--- config.mk ---
export PLATFORM = sky130hd
export DESIGN_NAME = pixel_stream_proc
export DESIGN_NICKNAME = d
export VERILOG_FILES = /design/src/rtl/pixel_proc_pkg.sv /design/src/rtl/pixel_point_op_lane.sv /design/src/rtl/pixel_stream_proc.sv
export SDC_FILE = /design/constraint.sdc
export NUM_CORES = 1
export LEC_CHECK = 0
export BUFFER_PORTS_ARGS = -buffer_cell sky130_fd_sc_hd__buf_2
export CORE_ASPECT_RATIO = 0.6
export CORE_UTILIZATION = 50
export CTS_CLUSTER_DIAMETER = 200
export DETAILED_ROUTE_END_ITERATION = 10
export PLACE_DENSITY_LB_ADDON = 0.25
export SLEW_MARGIN = 20
export SYNTH_ARGS = -nofsm -noshare
export SYNTH_HDL_FRONTEND = slang
export SYNTH_SLANG_ARGS = --single-unit
--- constraint.sdc ---
create_clock -name HCLK -period 2.7 [get_ports HCLK]
set_input_delay 0.54 -clock HCLK [delete_from_list [all_inputs] [get_ports HCLK]]
set_output_delay 0.54 -clock HCLK [all_outputs]
set_load 0.01 [all_outputs]
--- src/rtl/pixel_proc_pkg.sv ---
// Shared definitions for the pixel stream processor.
// FSM states, mode codes, err bit indices and per-channel helpers.
package pixel_proc_pkg;

  localparam logic [2:0] ST_IDLE  = 3'd0;
  localparam logic [2:0] ST_ARMED = 3'd1;
  localparam logic [2:0] ST_LINE  = 3'd2;
  localparam logic [2:0] ST_GAP   = 3'd3;
  localparam logic [2:0] ST_DONE  = 3'd4;

  localparam logic [1:0] MODE_BYPASS = 2'b00;
  localparam logic [1:0] MODE_ADD    = 2'b01;
  localparam logic [1:0] MODE_SUB    = 2'b10;
  localparam logic [1:0] MODE_THR    = 2'b11;

  localparam int ERR_SHORT = 0;
  localparam int ERR_LONG  = 1;
  localparam int ERR_ABORT = 2;

  typedef struct packed {
    logic [7:0] r;
    logic [7:0] g;
    logic [7:0] b;
  } rgb_t;

  // 9-bit add/sub; bit 8 flags overflow (add) or borrow (sub)
  function automatic logic [8:0] pre_op(
    input logic [7:0] x,
    input logic [1:0] m,
    input logic [7:0] v
  );
    logic [8:0] y;
    case (m)
      MODE_ADD: y = {1'b0, x} + {1'b0, v};
      MODE_SUB: y = {1'b0, x} - {1'b0, v};
      default:  y = {1'b0, x};
    endcase
    return y;
  endfunction

  // Clamp the 9-bit intermediate, or expand the threshold bit
  function automatic logic [7:0] post_op(
    input logic [8:0] y,
    input logic [1:0] m,
    input logic       hi
  );
    logic [7:0] o;
    case (m)
      MODE_ADD: o = y[8] ? 8'hFF : y[7:0];
      MODE_SUB: o = y[8] ? 8'h00 : y[7:0];
      MODE_THR: o = hi ? 8'hFF : 8'h00;
      default:  o = y[7:0];
    endcase
    return o;
  endfunction

endpackage

--- src/rtl/pixel_point_op_lane.sv ---
// One-pixel, two-stage point operation (bypass/add/sub/threshold).
// SAT_COUNT_EN adds a per-channel clamp flag output.
module pixel_point_op_lane
  import pixel_proc_pkg::*;
#(
  parameter int VALUE     = 100,
  parameter int THRESHOLD = 90
) (
  input  logic       HCLK,
  input  logic       HRESETn,
  input  logic       en1_i,
  input  logic       en2_i,
  input  logic [1:0] mode_i,
  input  rgb_t       pix_i,
  output rgb_t       pix_o
`ifdef SAT_COUNT_EN
  ,
  output logic [2:0] clamp_o
`endif
);

  localparam logic [7:0] VAL8 = 8'(VALUE);
  localparam logic [9:0] THR3 = 10'(3 * THRESHOLD);

  logic [8:0] r_q, g_q, b_q;
  logic [8:0] r_d, g_d, b_d;
  logic       hi_q, hi_d;
  logic [1:0] m_q;
  logic [9:0] sum;
  rgb_t       pix_q, pix_d;

  // Stage-1 arithmetic: 9-bit add/sub and 10-bit luma-ish sum compare
  always_comb begin
    sum  = {2'b0, pix_i.r} + {2'b0, pix_i.g} + {2'b0, pix_i.b};
    hi_d = (sum > THR3);
    r_d  = pre_op(pix_i.r, mode_i, VAL8);
    g_d  = pre_op(pix_i.g, mode_i, VAL8);
    b_d  = pre_op(pix_i.b, mode_i, VAL8);
  end

  // Stage-1 registers, loaded only for accepted pairs
  always_ff @(posedge HCLK or negedge HRESETn) begin
    if (!HRESETn) begin
      r_q  <= '0;
      g_q  <= '0;
      b_q  <= '0;
      hi_q <= 1'b0;
      m_q  <= MODE_BYPASS;
    end else if (en1_i) begin
      r_q  <= r_d;
      g_q  <= g_d;
      b_q  <= b_d;
      hi_q <= hi_d;
      m_q  <= mode_i;
    end
  end

  // Stage-2 clamp / threshold expansion
  always_comb begin
    pix_d.r = post_op(r_q, m_q, hi_q);
    pix_d.g = post_op(g_q, m_q, hi_q);
    pix_d.b = post_op(b_q, m_q, hi_q);
  end

  // Output register holds its value while the stream is idle
  always_ff @(posedge HCLK or negedge HRESETn) begin
    if (!HRESETn) begin
      pix_q <= '0;
    end else if (en2_i) begin
      pix_q <= pix_d;
    end
  end

  assign pix_o = pix_q;

`ifdef SAT_COUNT_EN
  assign clamp_o = (m_q == MODE_ADD || m_q == MODE_SUB) ?
                   {r_q[8], g_q[8], b_q[8]} : 3'b000;
`endif

endmodule

--- src/rtl/pixel_stream_proc.sv ---
// Pixel stream processor: framing FSM, geometry checks, 2-stage point op.
// Optional SAT_COUNT_EN enables the per-frame clamped-byte counter.
module pixel_stream_proc
  import pixel_proc_pkg::*;
#(
  parameter int WIDTH     = 768,
  parameter int HEIGHT    = 512,
  parameter int VALUE     = 100,
  parameter int THRESHOLD = 90
) (
  input  logic        HCLK,
  input  logic        HRESETn,
  input  logic [1:0]  mode,
  input  logic        VSYNC_IN,
  input  logic        HSYNC_IN,
  input  logic [7:0]  DATA_R0_IN,
  input  logic [7:0]  DATA_G0_IN,
  input  logic [7:0]  DATA_B0_IN,
  input  logic [7:0]  DATA_R1_IN,
  input  logic [7:0]  DATA_G1_IN,
  input  logic [7:0]  DATA_B1_IN,
  output logic        VSYNC_OUT,
  output logic        HSYNC_OUT,
  output logic [7:0]  DATA_R0_OUT,
  output logic [7:0]  DATA_G0_OUT,
  output logic [7:0]  DATA_B0_OUT,
  output logic [7:0]  DATA_R1_OUT,
  output logic [7:0]  DATA_G1_OUT,
  output logic [7:0]  DATA_B1_OUT,
  output logic [9:0]  row_idx,
  output logic        frame_done,
  output logic [2:0]  err,
  output logic [19:0] sat_count
);

  localparam logic [9:0] COL_LAST = 10'(WIDTH / 2 - 1);
  localparam logic [9:0] ROW_LAST = 10'(HEIGHT - 1);

  logic [2:0] state_q, state_d;
  logic [9:0] col_q, col_d;
  logic [9:0] row_q, row_d;
  logic [1:0] mode_q, mode_d;
  logic [2:0] err_q, err_d;
  logic       dcnt_q, dcnt_d;
  logic       fdone_q, fdone_d;
  logic       vs_q, hs_q;
  logic       vs_rise;
  logic       acc;

  logic       vld_s1_q, vld_s2_q;
  logic [9:0] row_s1_q, row_o_q;
  logic       vs_d1_q, vs_d2_q;

  rgb_t       in0, in1, out0, out1;

  assign vs_rise = VSYNC_IN & ~vs_q;

  // Framing FSM: arm on VSYNC edge, count pairs/lines, flag geometry errors
  always_comb begin
    state_d = state_q;
    col_d   = col_q;
    row_d   = row_q;
    mode_d  = mode_q;
    err_d   = err_q;
    dcnt_d  = dcnt_q;
    fdone_d = 1'b0;
    acc     = 1'b0;
    if (vs_rise) begin
      if (state_q != ST_IDLE) err_d[ERR_ABORT] = 1'b1;
      state_d = ST_ARMED;
      mode_d  = mode;
      col_d   = '0;
      row_d   = '0;
      dcnt_d  = 1'b0;
    end else begin
      case (state_q)
        ST_IDLE: ;
        ST_ARMED: acc = HSYNC_IN;
        ST_LINE: begin
          if (HSYNC_IN) begin
            acc = 1'b1;
          end else begin
            err_d[ERR_SHORT] = 1'b1;
            row_d   = row_q + 10'd1;
            col_d   = '0;
            state_d = ST_GAP;
          end
        end
        ST_GAP: begin
          if (HSYNC_IN && !hs_q) acc = 1'b1;
          else if (HSYNC_IN) err_d[ERR_LONG] = 1'b1;
        end
        ST_DONE: begin
          if (dcnt_q) begin
            fdone_d = 1'b1;
            dcnt_d  = 1'b0;
            state_d = ST_IDLE;
          end else begin
            dcnt_d = 1'b1;
          end
        end
        default: state_d = ST_IDLE;
      endcase
      if (acc) begin
        if (col_q == COL_LAST) begin
          col_d = '0;
          if (row_q == ROW_LAST) begin
            state_d = ST_DONE;
          end else begin
            row_d   = row_q + 10'd1;
            state_d = ST_GAP;
          end
        end else begin
          col_d   = col_q + 10'd1;
          state_d = ST_LINE;
        end
      end
    end
  end

  // FSM, counters and sticky error state
  always_ff @(posedge HCLK or negedge HRESETn) begin
    if (!HRESETn) begin
      state_q <= ST_IDLE;
      col_q   <= '0;
      row_q   <= '0;
      mode_q  <= MODE_BYPASS;
      err_q   <= '0;
      dcnt_q  <= 1'b0;
      fdone_q <= 1'b0;
      vs_q    <= 1'b0;
      hs_q    <= 1'b0;
    end else begin
      state_q <= state_d;
      col_q   <= col_d;
      row_q   <= row_d;
      mode_q  <= mode_d;
      err_q   <= err_d;
      dcnt_q  <= dcnt_d;
      fdone_q <= fdone_d;
      vs_q    <= VSYNC_IN;
      hs_q    <= HSYNC_IN;
    end
  end

  // Valid, row and VSYNC delay lines matching the 2-stage datapath
  always_ff @(posedge HCLK or negedge HRESETn) begin
    if (!HRESETn) begin
      vld_s1_q <= 1'b0;
      vld_s2_q <= 1'b0;
      row_s1_q <= '0;
      row_o_q  <= '0;
      vs_d1_q  <= 1'b0;
      vs_d2_q  <= 1'b0;
    end else begin
      vld_s1_q <= acc;
      vld_s2_q <= vld_s1_q;
      if (acc) row_s1_q <= row_q;
      if (vld_s1_q) row_o_q <= row_s1_q;
      vs_d1_q  <= VSYNC_IN;
      vs_d2_q  <= vs_d1_q;
    end
  end

  assign in0 = {DATA_R0_IN, DATA_G0_IN, DATA_B0_IN};
  assign in1 = {DATA_R1_IN, DATA_G1_IN, DATA_B1_IN};

`ifdef SAT_COUNT_EN
  logic [2:0]  cl0, cl1;
`endif

  pixel_point_op_lane #(
    .VALUE     (VALUE),
    .THRESHOLD (THRESHOLD)
  ) u_lane0 (
    .HCLK    (HCLK),
    .HRESETn (HRESETn),
    .en1_i   (acc),
    .en2_i   (vld_s1_q),
    .mode_i  (mode_q),
    .pix_i   (in0),
    .pix_o   (out0)
`ifdef SAT_COUNT_EN
    ,
    .clamp_o (cl0)
`endif
  );

  pixel_point_op_lane #(
    .VALUE     (VALUE),
    .THRESHOLD (THRESHOLD)
  ) u_lane1 (
    .HCLK    (HCLK),
    .HRESETn (HRESETn),
    .en1_i   (acc),
    .en2_i   (vld_s1_q),
    .mode_i  (mode_q),
    .pix_i   (in1),
    .pix_o   (out1)
`ifdef SAT_COUNT_EN
    ,
    .clamp_o (cl1)
`endif
  );

`ifdef SAT_COUNT_EN
  logic [19:0] sat_q, sat_d;
  logic [20:0] sat_sum;
  logic [2:0]  ncl;

  // Add this cycle's clamped bytes; saturate; restart on frame arm
  always_comb begin
    ncl = {2'b0, cl0[0]} + {2'b0, cl0[1]} + {2'b0, cl0[2]}
        + {2'b0, cl1[0]} + {2'b0, cl1[1]} + {2'b0, cl1[2]};
    sat_sum = {1'b0, sat_q} + {18'b0, ncl};
    sat_d   = sat_q;
    if (vs_rise) sat_d = '0;
    else if (vld_s1_q) sat_d = sat_sum[20] ? '1 : sat_sum[19:0];
  end

  // Saturation counter register
  always_ff @(posedge HCLK or negedge HRESETn) begin
    if (!HRESETn) sat_q <= '0;
    else sat_q <= sat_d;
  end

  assign sat_count = sat_q;
`else
  assign sat_count = '0;
`endif

  assign VSYNC_OUT   = vs_d2_q;
  assign HSYNC_OUT   = vld_s2_q;
  assign DATA_R0_OUT = out0.r;
  assign DATA_G0_OUT = out0.g;
  assign DATA_B0_OUT = out0.b;
  assign DATA_R1_OUT = out1.r;
  assign DATA_G1_OUT = out1.g;
  assign DATA_B1_OUT = out1.b;
  assign row_idx     = row_o_q;
  assign frame_done  = fdone_q;
  assign err         = err_q;

endmodule

==> results.ini, run 1 <==
[run_status]
status=complete, but fails checks
violations=design-rule violations

[grt]
overflow=0
grt_pass1_wl_mm=39.9
antenna_found_initial=0
grt_max_degree=80
grt_util_all_layers=0.266
use_met3=0.0561
first_global_vias=7365
grt-busiest-layer=met1
grtUsageMet2=0.344
grt.met1_usage=0.440

[die]
die_w_um=180
io-pin-count=138
die_height_um=109
design.core.area_um2=18300
initial_core_util=0.519
fp.dieArea_um2=19600
rows=38

[sta]
whs_ps=138
hold_violations=0
fin_skew_ps=6.84
max_slew_margin=0.426
slew_violations=0
timing.final.crit_share=0.990
tightest_slew_ps=855
fmax_mhz=374
setup-violations-final=0
finalSetupTns_ps=0
rsz0062_at_grt=true
finalCriticalPeriod_ps=2670

[clocking]
clk_latency_ps=430
postCtsHoldBufs=0
cts_buffer_depth=2
cts_tree=done
numCtsBuffers=17
cts_root_buf=clkbuf_16
path_clk_slew_ps=70
htree_levels=4
cts_sinks=161

[synthesis]
ys_ff_latch=161
synth_edf_count=0
dominantRegCellSynth=dfrtp_1
syn_area_per_cell_um2=8.99
syn_inst=1057
yosysWarnings=0
async_flop_share=1.00
syn_area_um2=9500
ys_seq_area_frac=0.424
synth_cell_types=63

[power_and_ir_drop]
vdd_ir_drop_max_mv=0.439
p_leak_uw=0.00569
power_density_nw_per_um2=881
p_total_uw=10200

[finish]
stdcell_area_um2=11500
area_growth_pct=21.5
drive_above_1_share=0.223
nNetsFinal=1353
antennaDiodeCount=0
fin_cells=1475
final_cell_mix=nand2_1 (176), dfrtp_1 (160), buf_2 (114), a21oi_1 (98), nor2_1 (88)
final_common_cell=nand2_1

[place]
numPortBuffers=117
dpl-instance-area_um2=10800
dp.cells=1440
globalplace.congestion=0.848
dp_hpwl_mm=18.9

[hold_path]
min_path_type=primary input to async pin

[setup_path]
worstSetupPathType=primary input to register
cpMostUsedCell=ha_4
crit_chain=buf_2 > ha_4 > a21o_1 > a21oi_2 > nor2b_1 > o21a_1 > nor2_2 > xnor2_2 > ha_4 > xor2_1 > nor2_1 > a21oi_1 > a211oi_1 > o2111a_1 > o21ai_1
cp.arrival_ps=2980
slowest_stage=a211oi_1
end_kind=register
crit_family=compound AO/OA/AOI/OAI gates
start_kind=primary input
required_ps=3010
crit_buf_inv=1
slowest_delay_ps=300
cp_max_fo=5

[routing]
vias=8192
drc_errors=11
wl_per_cell_um=17.1
drt.antenna.violating_nets=0
first_pass_iters=9
via_per_inst=5.55
postRouteWirelength_mm=25.3
first_iter_violations=730

[run]
maxCapViolCount=0

==> per-stage QoR <==
stage                     worst slack (ps)   util
after floorplan                       -118      -
after global placement                -469  0.590
after detailed placement              -548  0.590
after CTS                             1.25  0.622
after global routing                 -82.2  0.630
final                                 27.5  0.630
==> repair_timing <==
action / in CTS / in global routing
endpoints found under the hold margin: 0 / 0
endpoints found under the setup margin: 2 / 11
buffers inserted: 1 / 2
gates resized for setup: 4 / 33
pin swaps: 4 / 26
==> layer usage <==
layer | share of wire | vias up | routed length, um
met5 | 0 | - | 0
met4 | 0.0055 | 0 | 140
met3 | 0.068 | 13 | 1730
met2 | 0.39 | 276 | 9840
met1 | 0.54 | 3938 | 13600
li1 | - | 3965 | -
==> area by class of cell <==
class | instances | area, um^2
clock inverters | 13 | 129
clock buffers | 19 | 443
repair buffers | 185 | 1190
fillers | 1573 | 6770
multi-input cells | 808 | 5260
well taps | 240 | 300
inverters | 49 | 188
flip-flops and latches | 161 | 4030
==> cells by family (layout without fill, tap and decap cells) <==
kind of cell	after synthesis	in the layout	share of synthesized area
simple gates	381	381	0.185
compound gates	275	275	0.175
flops	161	161	0.424
buf+inv	107	266	0.0523
fa+ha+maj	77	77	0.109
xor+xnor	37	37	0.0341
mux	18	18	0.0204
other cells	1	20	0.000395
==> synthesized netlist by cell type (16+ instances only) <==
cell	n	share of area
dfrtp_1	161	0.42
inv_1	48	0.019
xnor2_1	23	0.021
nand3_1	23	0.012
nor2b_1	20	0.013
buf_4	20	0.016
nor2_1	90	0.036
a21oi_1	104	0.055
clkbuf_1	27	0.011
o21ai_0	81	0.043
o21a_1	16	0.013
ha_1	67	0.088
nand2_1	176	0.070
==> path summary, 6_finish.rpt <==
check	to	slack, ps	from	cells after the start
worst max-delay path	u_lane0.hi_q	30	DATA_R0_IN[1]	15
worst min-delay path	row_idx[1]	140	HRESETn	1
worst max register to register	u_lane1.r_q[8]	150	mode_q[0]	11
worst min register to register	VSYNC_OUT	400	vs_d1_q	0
max in group asynchronous	u_lane1.b_q[4]	1860	HRESETn	2
min in group HCLK	vs_d1_q	250	VSYNC_IN	1
==> power breakdown <==
group	total (uW)	internal [uW]	switching (uW)	leakage [uW]
clock	2340	1310	1030	0.000274
sequential	3960	3270	688	0.00199
combinational	3860	1570	2290	0.00342
==> registers in the layout, indices dropped and copies added (netlist names), 10 cells and up <==
register and flops:
row_s1_q 10, row_idx 10, row_q 10, u_lane0.pix_o 24
col_q 10, u_lane1.pix_o 24
Power figures use the tool's default switching activity.
==> run 2: changes to the inputs <==
--- a/config.mk
+++ b/config.mk
@@ -10,7 +10,7 @@
 export CORE_UTILIZATION = 50
 export CTS_CLUSTER_DIAMETER = 200
 export DETAILED_ROUTE_END_ITERATION = 10
-export PLACE_DENSITY_LB_ADDON = 0.25
+export PLACE_DENSITY = 0.71
 export SLEW_MARGIN = 20
 export SYNTH_ARGS = -nofsm -noshare
 export SYNTH_HDL_FRONTEND = slang
==> constraint.sdc (replaced) <==
create_clock -name HCLK -period 3.4 [get_ports HCLK]
set_input_delay 0.68 -clock HCLK [delete_from_list [all_inputs] [get_ports HCLK]]
set_output_delay 0.68 -clock HCLK [all_outputs]
set_load 0.01 [all_outputs]
==> run 2 against run 1 <==
  * The flow still finishes with violations (design-rule violations)
  * Die area unchanged
  * Flip-flop and latch count unchanged
  * Clock skew grew 3.2 ps
  * Worst hold slack better by 160 ps
  * Largest power group unchanged
==> results.ini, run 2 (synthesis gave the netlist of run 1 again) <==
[run_status]
status=complete, but fails checks
violations=design-rule violations

[power_and_ir_drop]
vdd_ir_drop_max_mv=0.498
power_density_nw_per_um2=734
p_leak_uw=0.00547

[clocking]
cts_sinks=161
cts_root_buf=clkbuf_16
cts_resized=0
cts_buffer_depth=2
postCtsHoldBufs=0
htree_levels=4
path_clk_slew_ps=70
cts_tree=done
cts_setup_buffers=0
numCtsBuffers=17
clk_latency_ps=420

[setup_path]
slowest_stage=fa_1
slowest_delay_ps=440
worstSetupPathType=primary input to register
crit_family=compound AO/OA/AOI/OAI gates
crit_buf_inv=2
required_ps=3690
crit_cells=14
reg2reg_from=mode_q[1]
crit_chain=buf_2 > ha_1 > inv_1 > fa_1 > nor2b_1 > o21ai_0 > a21oi_1 > ha_1 > a21o_1 > a221oi_1 > xnor2_1 > nor2_1 > o2111a_1 > o21ai_0
cp.arrival_ps=3420
reg2reg_setup_slack_ps=380
end_kind=register
start_kind=primary input
ff2ff_path_depth=8
reg2reg_to=u_lane1.g_q[6]
cp_max_fo=3

[routing]
drt.antenna.violating_nets=0
postRouteWirelength_mm=24.7
drc_errors=9
wl_per_cell_um=17.3
via_per_inst=5.54
first_iter_violations=766
first_pass_iters=8
vias=7920

[sta]
whs_ps=297
timing.final.crit_share=0.920
setup-violations-final=0
layout_setup_ws_ps=273
tightest_slew_ps=883
fmax_mhz=320
slew_violations=0
hold_violations=0
rsz0062_at_grt=false
finalCriticalPeriod_ps=3130
max_slew_margin=0.411
fin_skew_ps=10.0

[die]
die_height_um=109
rows=38
fp.dieArea_um2=19600
design.core.area_um2=18300
io-pin-count=138
die_w_um=180
initial_core_util=0.519

[place]
globalplace.congestion=0.870
place_ws_ps=-120
numPortBuffers=117
dp_hpwl_mm=18.6

[run]
maxCapViolCount=0

[finish]
area_growth_pct=15.8
antennaDiodeCount=0
nNetsFinal=1307
final_util=0.601
final_common_cell=nand2_1
drive_above_1_share=0.167
final_cell_mix=nand2_1 (176), dfrtp_1 (160), buf_2 (116), a21oi_1 (104), nor2_1 (90)

[grt]
first_global_vias=7209
grt_pass1_wl_mm=39.7
grt_util_all_layers=0.263
antenna_found_initial=1
overflow=0
grt_max_degree=112

[hold_path]
min_path_type=primary input to async pin

[run 2: worst max-delay path by stage]
stage / start / endpoint / slack [ps]
floorplan: DATA_R0_IN[1] / u_lane0.hi_q / 260
global placement: DATA_R0_IN[1] / u_lane0.hi_q / -70
detailed placement: DATA_R0_IN[1] / u_lane0.hi_q / -120
CTS: DATA_R0_IN[1] / u_lane0.hi_q / 310
global route: DATA_R1_IN[0] / u_lane1.hi_q / 10
finish: DATA_R1_IN[0] / u_lane1.hi_q / 270
[run 2: worst reg2reg max path, delay by kind of cell (launching register included)]
family | cells | cell delay, ps
AO/OA/AOI/OAI | 4 | 1320
buffers and inverters | 1 | 640
flip-flops | 1 | 410
adder cells (fa/ha/maj) | 2 | 540
AND/OR/NAND/NOR | 1 | 60
[run 2: layout make-up]
| class | instances | area (um^2) |
|---|---|---|
| clock inverter | 15 | 235 |
| clock buffer | 17 | 425 |
| tap | 240 | 300 |
| multi-input combinational | 808 | 5050 |
| sequential | 161 | 4030 |
| timing repair buffer | 139 | 782 |
| inverter | 49 | 184 |
| fill | 1627 | 7300 |
[run 2: metrics by stage]
step / area [um^2] / TNS (ps) / cells / power, uW
floorplan: 9570 / 0 / 1076 / 4840
global placement: 10300 / -124 / 1397 / 5850
detailed placement: 10300 / -195 / 1397 / 5930
CTS: 11000 / 0 / 1429 / 8090
global route: 11000 / 0 / 1429 / 8640
finish: 11000 / 0 / 1429 / 8080
[run 2: metal layers]
| metal | global-route usage | vias up | wire length (um) |
|---|---|---|---|
| met1 | 0.432 | 3785 | 13300 |
| met2 | 0.340 | 264 | 9240 |
| li1 | - | 3862 | - |
| met4 | 0.0394 | 0 | 119 |
| met5 | 0 | - | 0 |
| met3 | 0.0668 | 9 | 2070 |
[run 2: power breakdown]
| group | switching [uW] | internal, uW |
|---|---|---|
| combinational | 1740 | 1090 |
| sequential | 516 | 2600 |
| clock | 863 | 1270 |
